--- src/rtl/gate_check_pkg.sv ---
// Shared definitions for the gate check sequencer.
//   state_t     : sequencer FSM states, 2-bit encoding
//   SETTLE_MAX  : largest legal settle time in cycles
//   cnt_width() : width of the mismatch counter for a given input count
package gate_check_pkg;

    typedef enum logic [1:0] {
        IDLE = 2'd0,
        WAIT = 2'd1,
        CMP  = 2'd2,
        DONE = 2'd3
    } state_t;

    localparam int SETTLE_MAX = 15;

    // One extra bit so a run where every vector fails (2^n_in) still fits.
    function automatic int cnt_width(input int n_in);
        return n_in + 1;
    endfunction

endpackage

--- src/rtl/gate_check_timer.sv ---
// Settle counter for the gate check sequencer.
//   clk, rst_n : clock, asynchronous active-low reset
//   clr        : synchronous clear to 0 (has priority over en)
//   en         : advance the count by one
//   expire     : count has reached SETTLE-1
module gate_check_timer
    import gate_check_pkg::*;
#(
    parameter int SETTLE = 1
) (
    input  logic clk,
    input  logic rst_n,
    input  logic clr,
    input  logic en,
    output logic expire
);

    localparam int CW = $clog2(SETTLE_MAX + 1);

    logic [CW-1:0] cnt;

    always_ff @(posedge clk or negedge rst_n) begin
        if (!rst_n)
            cnt <= '0;
        else if (clr)
            cnt <= '0;
        else if (en)
            cnt <= cnt + 1'b1;
    end

    assign expire = (cnt == CW'(SETTLE - 1));

endmodule

--- src/rtl/gate_check_seq.sv ---
// Exhaustive sequencer for a combinational gate under test.
// Walks vec from 0 to all-ones, holds each vector SETTLE cycles plus one
// compare cycle, and compares the gate output against a golden model.
//   clk, rst_n        : clock, asynchronous active-low reset
//   start, abort      : run control (start sampled in IDLE, abort in WAIT/CMP)
//   vec               : registered vector shared by DUT and golden model
//   dut_s, ref_s      : gate-under-test and golden outputs
//   busy, done        : run in progress / one-cycle completion pulse
//   pass              : last completed run had no mismatches
//   err_count         : mismatching vectors in the current/last run
//   first_err_vec/_valid : first mismatching vector and its qualifier
module gate_check_seq
    import gate_check_pkg::*;
#(
    parameter int N_IN   = 2,
    parameter int SETTLE = 1
) (
    input  logic                         clk,
    input  logic                         rst_n,
    input  logic                         start,
    input  logic                         abort,
    output logic [N_IN-1:0]              vec,
    input  logic                         dut_s,
    input  logic                         ref_s,
    output logic                         busy,
    output logic                         done,
    output logic                         pass,
    output logic [cnt_width(N_IN)-1:0]   err_count,
    output logic [N_IN-1:0]              first_err_vec,
    output logic                         first_err_valid
);

    state_t state, state_nxt;
    logic   expire;
    logic   tmr_clr, tmr_en;
    logic   mismatch;
    logic   last_vec;
    logic   go;

    // Case inequality so an X/Z on either side is reported as a failure.
    assign mismatch = (dut_s !== ref_s);
    assign last_vec = &vec;
    assign go       = start && !abort;

    gate_check_timer #(.SETTLE(SETTLE)) u_timer (
        .clk    (clk),
        .rst_n  (rst_n),
        .clr    (tmr_clr),
        .en     (tmr_en),
        .expire (expire)
    );

    // State register
    always_ff @(posedge clk or negedge rst_n) begin
        if (!rst_n)
            state <= IDLE;
        else
            state <= state_nxt;
    end

    // Next state
    always_comb begin
        state_nxt = state;
        case (state)
            IDLE: if (go) state_nxt = WAIT;
            WAIT: begin
                if (abort)       state_nxt = IDLE;
                else if (expire) state_nxt = CMP;
            end
            CMP: begin
                if (abort)         state_nxt = IDLE;
                else if (last_vec) state_nxt = DONE;
                else               state_nxt = WAIT;
            end
            DONE:    state_nxt = IDLE;
            default: state_nxt = IDLE;
        endcase
    end

    // Outputs; the counter only runs in WAIT and sits at 0 everywhere else,
    // so every WAIT entry starts from a clean count.
    always_comb begin
        busy    = (state == WAIT) || (state == CMP);
        done    = (state == DONE);
        tmr_clr = (state != WAIT);
        tmr_en  = (state == WAIT) && !expire;
    end

    // Result and vector datapath
    always_ff @(posedge clk or negedge rst_n) begin
        if (!rst_n) begin
            vec             <= '0;
            err_count       <= '0;
            first_err_vec   <= '0;
            first_err_valid <= 1'b0;
            pass            <= 1'b0;
        end else begin
            case (state)
                IDLE: begin
                    if (go) begin
                        vec             <= '0;
                        err_count       <= '0;
                        first_err_valid <= 1'b0;
                        pass            <= 1'b0;
                    end
                end
                CMP: begin
                    // An abort in the compare cycle discards that compare.
                    if (!abort) begin
                        if (mismatch) begin
                            err_count <= err_count + 1'b1;
                            if (!first_err_valid) begin
                                first_err_vec   <= vec;
                                first_err_valid <= 1'b1;
                            end
                        end
                        if (!last_vec)
                            vec <= vec + 1'b1;
                    end
                end
                DONE: pass <= (err_count == '0);
                default: ;
            endcase
        end
    end

endmodule

--- config.mk ---
export PLATFORM = sky130hd
export DESIGN_NAME = gate_check_seq
export DESIGN_NICKNAME = d
export VERILOG_FILES = /design/src/rtl/gate_check_pkg.sv /design/src/rtl/gate_check_timer.sv /design/src/rtl/gate_check_seq.sv
export SDC_FILE = /design/constraint.sdc
export NUM_CORES = 1
export LEC_CHECK = 0
export BUFFER_PORTS_ARGS = -buffer_cell sky130_fd_sc_hd__buf_4
export CAP_MARGIN = 20
export CORE_ASPECT_RATIO = 1.2
export CORE_MARGIN = 10
export CORE_UTILIZATION = 40
export CTS_BUF_LIST = sky130_fd_sc_hd__clkbuf_8 sky130_fd_sc_hd__clkbuf_16
export CTS_CLUSTER_SIZE = 24
export DETAILED_ROUTE_END_ITERATION = 6
export PLACE_DENSITY = 0.66
export REMOVE_ABC_BUFFERS = 1
export SLEW_MARGIN = 30
export SYNTH_ARGS = -nofsm -noshare
export SYNTH_HDL_FRONTEND = slang
export SYNTH_SLANG_ARGS = --single-unit
--- constraint.sdc ---
create_clock -name clk -period 3 [get_ports clk]
set_clock_uncertainty 0.1 [all_clocks]
set_input_delay 0.45 -clock clk [delete_from_list [all_inputs] [get_ports clk]]
set_output_delay 0.45 -clock clk [all_outputs]
set_load 0.01 [all_outputs]
==> Yosys cells after proc, flatten, opt, wreduce, memory -nomap -nowiden <==
Cells that the tools add are included.
{ "op_classes": {"mux": 21, "n_reduce_logical": 17, "bitwise": 2, "eq_ne": 10, "addsub": 3} }
{ "ops": {"columns": ["operator", "n"], "rows": [
  ["$mux W2", 8],
  ["$reduce_and A4 Y1", 3],
  ["$mux W3", 3],
  ["$mux W4", 2],
  ["$ne A2 B2 Y1 const B", 4],
  ["$pmux W2 S4", 1],
  ["$pmux W3 S2", 1],
  ["$reduce_and A2 Y1", 3],
  ["$reduce_bool A2 Y1", 3],
  ["$add A4 B1 Y4 const B", 1],
  ["$eq A2 B2 Y1 const B", 2],
  ["$logic_not A4 Y1", 1],
  ["$pmux W1 S2", 2],
  ["$pmux W2 S2", 1],
  ["$add A3 B1 Y3 const B", 1],
  ["$logic_not A3 Y1", 1],
  ["$mux W1", 3],
  ["$ne A3 B3 Y1 const B", 1],
  ["$add A2 B1 Y2 const B", 1],
  ["$eq A2 B1 Y1 const B", 1],
  ["$logic_and A1 B1 Y1", 2],
  ["$logic_not A1 Y1", 2],
  ["$logic_not A2 Y1", 1],
  ["$ne A2 B1 Y1 const B", 1],
  ["other kinds (3)", 4]
]} }
{ "word_totals": {"ff_bits": 15, "output_inout_bits": 11, "wordCells": 60} }

==> Depth between registers and ports, before layout <==
Gate-level depths: netlist of the first run.
{ "logic_depth": {"depth_word": 5, "ltp_mapped": 6} }

==> Modules after synthesis <==
Synthesis of the first run repeated with hierarchy kept, for this count alone.
{ "hier_totals": {"cells_unflattened": 87, "hier_area_um2": 907.1} }
{ "modules_own_cells": {"columns": ["module", "area_per_inst_um2", "cells_per_inst", "n_inst"], "rows": [
  ["gate_check_seq", 686.9, 67, 1],
  ["gate_check_timer", 220.2, 20, 1]
]} }

==> Worst setup path before layout of the first run <==
Ideal clock, no wire load.
{ "synth_timing": {"kind": "flip-flop to flip-flop", "from": "reg state[0]", "to": "reg vec[0]", "period_less_slack_ps": 1915, "stages_incl_launch_ff": 7, "path_slack_ps": 1085, "arrival_ps": 1691, "required_time_ps": 2775, "cell_sequence": "dfrtp_1 > inv_1 > ha_1 > buf_6 > nor2b_1 > a2111oi_2 > mux2_2"} }
{ "synth_via": {"elab_chain_cells": 3, "word_cells_on_any_way": 8, "classes_between": "eq/ne (4); mux (1); reduce/logical (3)"} }
{ "synth_rtl": {"columns": ["item", "line", "source"], "rows": [
  ["from (decl)", "gate_check_seq.sv:33", "state_t state, state_nxt;"],
  ["from (signal assigned)", "gate_check_seq.sv:58", "state <= state_nxt;"],
  ["$eq A2 B2 Y1 / $logic_not A2 Y1 (equally long branches)", "gate_check_seq.sv:98", "case (state)"],
  ["$ne A2 B2 Y1 (no line) / $reduce_bool A2 Y1 (equally long branches)", null, null],
  ["$reduce_and A4 Y1 (no line)", null, null],
  ["to (signal assigned)", "gate_check_seq.sv:118", "vec <= vec + 1'b1;"],
  ["to (decl)", "gate_check_seq.sv:22", "output logic [N_IN-1:0] vec,"]
]} }
Parallel ways exist; a longest one is shown, timed or not.
A chain may end at the register's enable or synchronous reset.

==> Worst setup path after layout of the first run <==
Ends and elaborated chain as after synthesis.

==> results.md, run 1 <==
- Status: finished, final reports clean
- I/O Pins: 17
- FF+latch count, synth: 15
- Post-synth EDFFs: 0
- Most frequent cell after synthesis: dfrtp_1
- Worst setup margin: 0.9570 ns
- # clock sinks: 15
- Vias per cell: 5.115
- Post-Syn Area: 875.8 µm²
- Crit-path slowest cell: a2111oi_2
- Crit-path max FO: 8
- # diodes: 0
- Slowest stage delay, CP: 0.46 ns
- Synth Area per Inst: 10.81 µm²
- Core area: 0.002072 mm²
- Final cell count without fillers: 131
- Gr usage total: 0.08877
- Final Hold Fails: 0
- Fillers: 206
- Drt drc: 0
- Routed WL: 1.779 mm
- Die Area: 0.004469 mm²
- Peak supply drop: 0.4998 mV
- Crit end category: flop
- Longest Clk Path Bufs: 2
- DRT iter0 DRCs: 26
- Min-Delay Path Class: reg -> reg
- Buffers on Ports: 16
- Max-cap violations: 0
- Worst EP required: 3.04 ns
- Rel. slew slack: 0.5805
- Initial antenna violation count: 0
- DR WL/cell: 13.58 µm
- Starting Density: 0.4227
- Crit path DAT: 2.08 ns
- CTS tree: yes
- Detailed Routing Iterations Pass 1: 4
- Finished Cell Area: 0.001077 mm²
- Synth Instances: 81
- Startpoint types: flop
- Vias in the first global route: 754
- Bufs and invs on worst path: 1
- Gp weighted congestion: 0.7257
- H-tree levels: 1
- Distinct cell type count after synthesis: 32
- First-pass GRT wire length: 3.208 mm
- Largest net degree at the start of global routing: 16
- Tightest Pin Transition: 0.6278 ns
- CTS root buf: clkbuf_8
- Nets: 117
- Critical-path cell list: inv_1 -> ha_1 -> nor2b_1 -> a2111oi_2 -> mux2_2
- Setup violators final: 0
- Antenna-violating nets left: 0
- Cell family with the largest share of critical-path delay: compound AO/OA/AOI/OAI gates
- Placed insts: 126
- DP Area: 0.001022 mm²
- Clock latency at the later pin of the worst-skew pair: 0.25 ns
- Resized cells post-CTS: 0
- Synth area leaders: dfrtp_1 (43%), ha_1 (13%), mux2_2 (5.1%)
- Sequential share of the synthesized area: 0.4286
- Share of post-route cells with drive strength above 1: 0.2673
- RSZ-0062 raised after global routing: no
- Lkg Pwr: 0.5334 nW
- Power Dens Cells: 774.2 mW/mm²
- Final TNS setup: 0 ns
- Slew Limit Fails: 0
- Pwr Total: 0.0008341 W
- Detailed placer's ending HPWL: 1.391 mm
- Setup slack at placement: 0.9490 ns
- Tcrit/Tclk final: 0.6810
- Die W: 62.72 µm
- Most common library cells after synthesis: dfrtp_1 (15), ha_1 (9), inv_1 (9)
- Die Ht: 71.26 µm
- Synth top area share: 0.4286
- # Post-CTS Setup Buffers: 0
- Area grow syn2layout: 23.00%
- Overflow after GRT: 0
- Clock-pin slew on the worst setup and hold paths: 0.06 ns
- Area leader, netlist: dfrtp_1
- CTS hold repair buffers: 1
- Ys async rst share: 1.000
- Most used DFF post-synth: dfrtp_1
- Max Fclk: 0.4895 GHz
- Fin crit period: 2.043 ns
- Vias post-DR: 670
- Row count: 18
- CTS Buf Count: 3
- Synth warn: 0
- Setup CP Type: reg -> reg
power by group:
part / leakage [nW] / total [W] / internal (W) / switching [W]
combinational: 0.300 / 0.000378 / 0.000183 / 0.000195
sequential: 0.206 / 0.000293 / 0.000251 / 0.0000416
clock: 0.0269 / 0.000163 / 0.0000907 / 0.0000726
total: 0.533 / 0.000834 / 0.000525 / 0.000309
placed cells by master (no fill, tap or decap), drive strengths merged, types with 3 or more instances in the layout:
cell,instances
ha,9
nand2,3
nand2b,4
clkbuf,3
xnor2,3
mux2,4
nor2,5
inv,10
buf,16
nor2b,3
dfrtp,15
worst register-to-register path: stages (launching register included):
cell,delay (ns)
dfrtp_1,0.39
inv_1,0.08
ha_1,0.30
nor2b_1,0.21
a2111oi_2,0.46
mux2_2,0.38
per-stage QoR:
stage / hold WS, ns / utilization
after global placement: 0.2191 / 0.4934
after detailed placement: 0.2208 / 0.4934
final: 0.4067 / 0.5199
after CTS: 0.4117 / 0.5199
after global routing: 0.4339 / 0.5199
after floorplan: 0.05441 / -
layer usage:
| metal | vias up | routed length (µm) | global-route usage |
|---|---|---|---|
| li1 | 324 | - | - |
| met1 | 324 | 732 | 0.08727 |
| met2 | 17 | 835 | 0.1427 |
| met3 | 5 | 169 | 0.04977 |
| met4 | 0 | 41 | 0.05721 |
| met5 | - | 0 | 0 |
flip-flops by register name, summed over array words and instances, names as in the netlist:
register         flops
vec                  2
state                2
first_err_valid      1
u_timer.cnt          4
err_count            3
pass                 1
first_err_vec        2
area by class of cell:
type	count	area, µm²	share of cell area
Multi-Input combinational cell	56	455.4	0.4228
Sequential cell	15	375.4	0.3484
Timing Repair Buffer	17	130.1	0.1208
Clock buffer	3	41.29	0.03833
Tap cell	30	37.54	0.03484
Inverter	9	33.78	0.03136
Clock inverter	1	3.754	0.003484
cell families after synthesis:
logic type	after synthesis	share of synthesized area
and+or+nand+nor	23	0.1457
AOI/OAI and AO/OA	15	0.1429
DFF	15	0.4286
buffers and inverters	10	0.05142
adders and majority gates	9	0.1286
muxes	5	0.06285
xor gates and xnor gates	4	0.04001
final timing paths:
check / startpoint / to / slack, ns / depth (start not counted)
setup reg to reg: state[0] / vec[0] / 0.96 / 5
hold / removal: first_err_valid / first_err_valid / 0.41 / 1
hold reg to reg: first_err_valid / first_err_valid / 0.41 / 1
max in group asynchronous: rst_n / first_err_vec[1] / 2.13 / 2
min in group asynchronous: rst_n / u_timer.cnt[3] / 0.49 / 2
setup / recovery: state[0] / vec[0] / 0.96 / 5
(Power assumes the default switching activity.)
==> run 2, diff against run 1 <==
Settings changed: ABC_AREA from default to 1, PLACE_DENSITY 0.66 to 0.68.
Clock period 3 ns to 1.8 ns, I/O delays scaled along.
==> run 2 against run 1 <==
Net effect:
- sequential cell count is the same
- setup slack lost 0.68 ns
- core utilization grew 0.79 points
- sequential share of layout area shrank 0.52 points
- final cell count grew 21%
- combinational power grew 41%
- via count grew 9.6%
- global-route usage shrank 0.12 points
- routed wire length grew 3.1%
- highest routed layer unchanged
==> results.md, run 2 <==
- Status: finished, final reports clean (unchanged)
- CTS root buf: clkbuf_8 (unchanged)
- Clock-pin slew on the worst setup and hold paths: 0.07 ns (was 0.06 ns)
- Overflow after GRT: 0 (unchanged)
- # clock sinks: 15 (unchanged)
- Register area: 375.4 µm² (unchanged)
- Crit-path max FO: 4 (was 8)
- Synth Area per Inst: 8.232 µm² (was 10.81 µm²)
- Synth top area share: 0.4261 (was 0.4286)
- Area of the multi-input gates: 456.7 µm² (was 455.4 µm²)
- First-pass GRT wire length: 3.277 mm (was 3.208 mm)
- Bufs and invs on worst path: 2 (was 1)
- Detailed Routing Iterations Pass 1: 4 (unchanged)
- Gr usage total: 0.08753 (was 0.08877)
- Post-Syn Area: 880.8 µm² (was 875.8 µm²)
- Hold depth: 4 (was 1)
- Die W: 62.84 µm (was 62.72 µm)
- Gp weighted congestion: 0.8598 (was 0.7257)
- Setup CP Type: reg -> out (was reg -> reg)
- Drt drc: 0 (unchanged)
- Antenna-violating nets left: 0 (unchanged)
- Detailed placer's ending HPWL: 1.475 mm (was 1.391 mm)
- Routed WL: 1.835 mm (was 1.779 mm)
- Commonest non-fill, non-tap cells in the layout: nand2_1 (35), buf_4 (16), dfrtp_1 (15) (was buf_4 (16), dfrtp_1 (15), inv_1 (10))
- Buffers on Ports: 16 (unchanged)
- Most used DFF post-synth: dfrtp_1 (unchanged)
- Synth area leaders: dfrtp_1 (43%), nand2_1 (15%), ha_1 (13%) (was dfrtp_1 (43%), ha_1 (13%), mux2_2 (5.1%))
- Setup violators final: 0 (unchanged)
- Die Area: 0.004487 mm² (was 0.004469 mm²)
- Vias per cell: 4.646 (was 5.115)
- Area grow syn2layout: 24.15% (was 23.00%)
- Area leader, netlist: dfrtp_1 (unchanged)
- Reg2reg setup slack: 0.31 ns (was 0.96 ns)
- I/O Pins: 17 (unchanged)
- Vias in the first global route: 766 (was 754)
- Core area: 0.002072 mm² (unchanged)
- Row count: 18 (unchanged)
- Initial antenna violation count: 0 (unchanged)
- Max Fclk: 0.6561 GHz
- RSZ-0062 raised after global routing: no (unchanged)
- Biggest regs: u_timer.cnt (4), err_count (3) (unchanged)
- Clock latency at the later pin of the worst-skew pair: 0.24 ns (was 0.25 ns)
- Ys async rst share: 1.000 (unchanged)
- Min-Delay Path Class: in -> reg (was reg -> reg)
- Fillers: 211 (was 206)
- Worst EP required: 1.43 ns (was 3.04 ns)
- Starting Density: 0.4251 (was 0.4227)
- Crit path DAT: 1.15 ns (was 2.08 ns)
- Final Hold Fails: 0 (unchanged)
- Power Dens Cells: 1149 mW/mm² (was 774.2 mW/mm²)
- CTS tree: yes (unchanged)
- Sequential share of the synthesized area: 0.4261 (was 0.4286)
- Die Ht: 71.41 µm (was 71.26 µm)
- Most frequent cell after synthesis: nand2_1 (was dfrtp_1)
- Final TNS setup: 0 ns (unchanged)
- DRT iter0 DRCs: 17 (was 26)
- Startpoint types: flop (unchanged)
- H-tree levels: 1 (unchanged)
- Tightest Pin Transition: 0.2140 ns (was 0.6278 ns)
- Fin crit period: 1.524 ns
- Reg with most FFs: u_timer.cnt (unchanged)
- CTS hold repair buffers: 1 (unchanged)
- FF+latch count, synth: 15 (unchanged)
- Largest register FFs: 4 (unchanged)
- Final cell count without fillers: 158 (was 131)
- Final cell utilization of the core: 0.5278 (was 0.5199)
- Tcrit/Tclk final: 0.8468
- Most common library cells after synthesis: nand2_1 (35), dfrtp_1 (15), inv_1 (11) (was dfrtp_1 (15), ha_1 (9), inv_1 (9))
- Synth Instances: 107 (was 81)
- Rel. slew slack: 0.8573 (was 0.5805)
- Commonest non-fill, non-tap cell in the layout: nand2_1 (was buf_4)
- Share of post-route cells with drive strength above 1: 0.2266 (was 0.2673)
- Lkg Pwr: 0.5997 nW (was 0.5334 nW)
- Worst reg2reg endpoint: err_count[0] (was vec[0])
- Crit end category: output port (was flop)
- Slowest stage delay, CP: 0.39 ns (was 0.46 ns)
- DR WL/cell: 11.61 µm (was 13.58 µm)
- Cell family with the largest share of critical-path delay: flip-flops (was compound AO/OA/AOI/OAI gates)
- Worst hold slack: 0.2216 ns (was 0.4067 ns)
- Hold path startpoint: abort (was first_err_valid)
- Distinct cell type count after synthesis: 18 (was 32)
- Resized cells post-CTS: 0 (unchanged)
- Peak supply drop: 0.7061 mV (was 0.4998 mV)
- Worst R2R Path Depth: 8 (was 5)
- WP depth: 3 (was 5)
- Slew Limit Fails: 0 (unchanged)
- # diodes: 0 (unchanged)
- Nets: 144 (was 117)
- Critical-path cell list: inv_1 -> ha_1 -> buf_4 (was inv_1 -> ha_1 -> nor2b_1 -> a2111oi_2 -> mux2_2)
- Max-cap violations: 0 (unchanged)
- Vias post-DR: 734 (was 670)
- Post-synth EDFFs: 0 (unchanged)
- Hold path endpoint: state[1] (was first_err_valid)
- Placed insts: 153 (was 126)
- Crit-path slowest cell: dfrtp_1 (was a2111oi_2)
- # Post-CTS Setup Buffers: 0 (unchanged)
- Largest net degree at the start of global routing: 16 (unchanged)
- Reg-to-reg startpoint: state[0] (unchanged)
- Longest Clk Path Bufs: 2 (unchanged)
- CTS Buf Count: 3 (unchanged)
- Synth warn: 0 (unchanged)
run 2: changes by cell type after synthesis, moves of 3 or more:
cell and delta:
nand2_1 +32, nand3_1 +9, o21ai_1 +5, mux2_2 -4
nand2_2 +4, nand2b_1 -4, nor2b_1 -3
run 2: worst max-delay path by stage:
| stage | from | end | slack, ns |
|---|---|---|---|
| finish | state[0] | busy | 0.28 |
| global route | state[0] | err_count[0] | 0.13 |
| CTS | state[0] | busy | 0.26 |
| detailed placement | state[0] | err_count[0] | 0.32 |
| global placement | state[0] | err_count[0] | 0.39 |
| floorplan | state[0] | err_count[0] | 0.48 |
run 2: logic make-up after synthesis:
logic type | after synthesis | share of synthesized area
and+or+nand+nor | 61 | 0.3267
DFF | 15 | 0.4261
buffers and inverters | 13 | 0.05540
adders and majority gates | 9 | 0.1278
AOI/OAI and AO/OA | 6 | 0.03408
xor gates and xnor gates | 3 | 0.02983
run 2: layer usage:
metal,wire length [µm],vias to the layer above,track usage
met5,0,-,0
met4,19,0,0.04478
met3,70,2,0.02177
met2,886,10,0.1507
met1,859,344,0.09820
li1,-,378,-
run 2: tightest hold or removal path, stage by stage:
cell	delay [ns]
buf_4	0.09
a21oi_1	0.04
nand3_1	0.07
nand2_1	0.06
run 2: report_power, final:
part | total (W) | internal [W] | switching (W)
logic | 0.000534 | 0.000218 | 0.000316
registers | 0.000449 | 0.000397 | 0.0000521
clock network | 0.000273 | 0.000151 | 0.000122
total | 0.00126 | 0.000766 | 0.000490
run 2: final cells by class:
| cell class | count | share of cell area |
|---|---|---|
| inverters | 13 | 0.04462 |
| flip-flops and latches | 15 | 0.3432 |
| repair buffers | 17 | 0.1190 |
| clock inverters | 1 | 0.003432 |
| well taps | 30 | 0.03432 |
| multi-input cells | 79 | 0.4176 |
| clock buffers | 3 | 0.03776 |
run 2: metrics by stage:
stage / setup slack [ns] / power, W / area (µm²)
CTS: 0.2631 / 0.001276 / 1094
global placement: 0.3854 / 0.0009839 / 1039
global route: 0.1310 / 0.001362 / 1094
finish: 0.2758 / 0.001256 / 1094
floorplan: 0.4809 / 0.0008047 / 880.8
detailed placement: 0.3231 / 0.0009952 / 1039
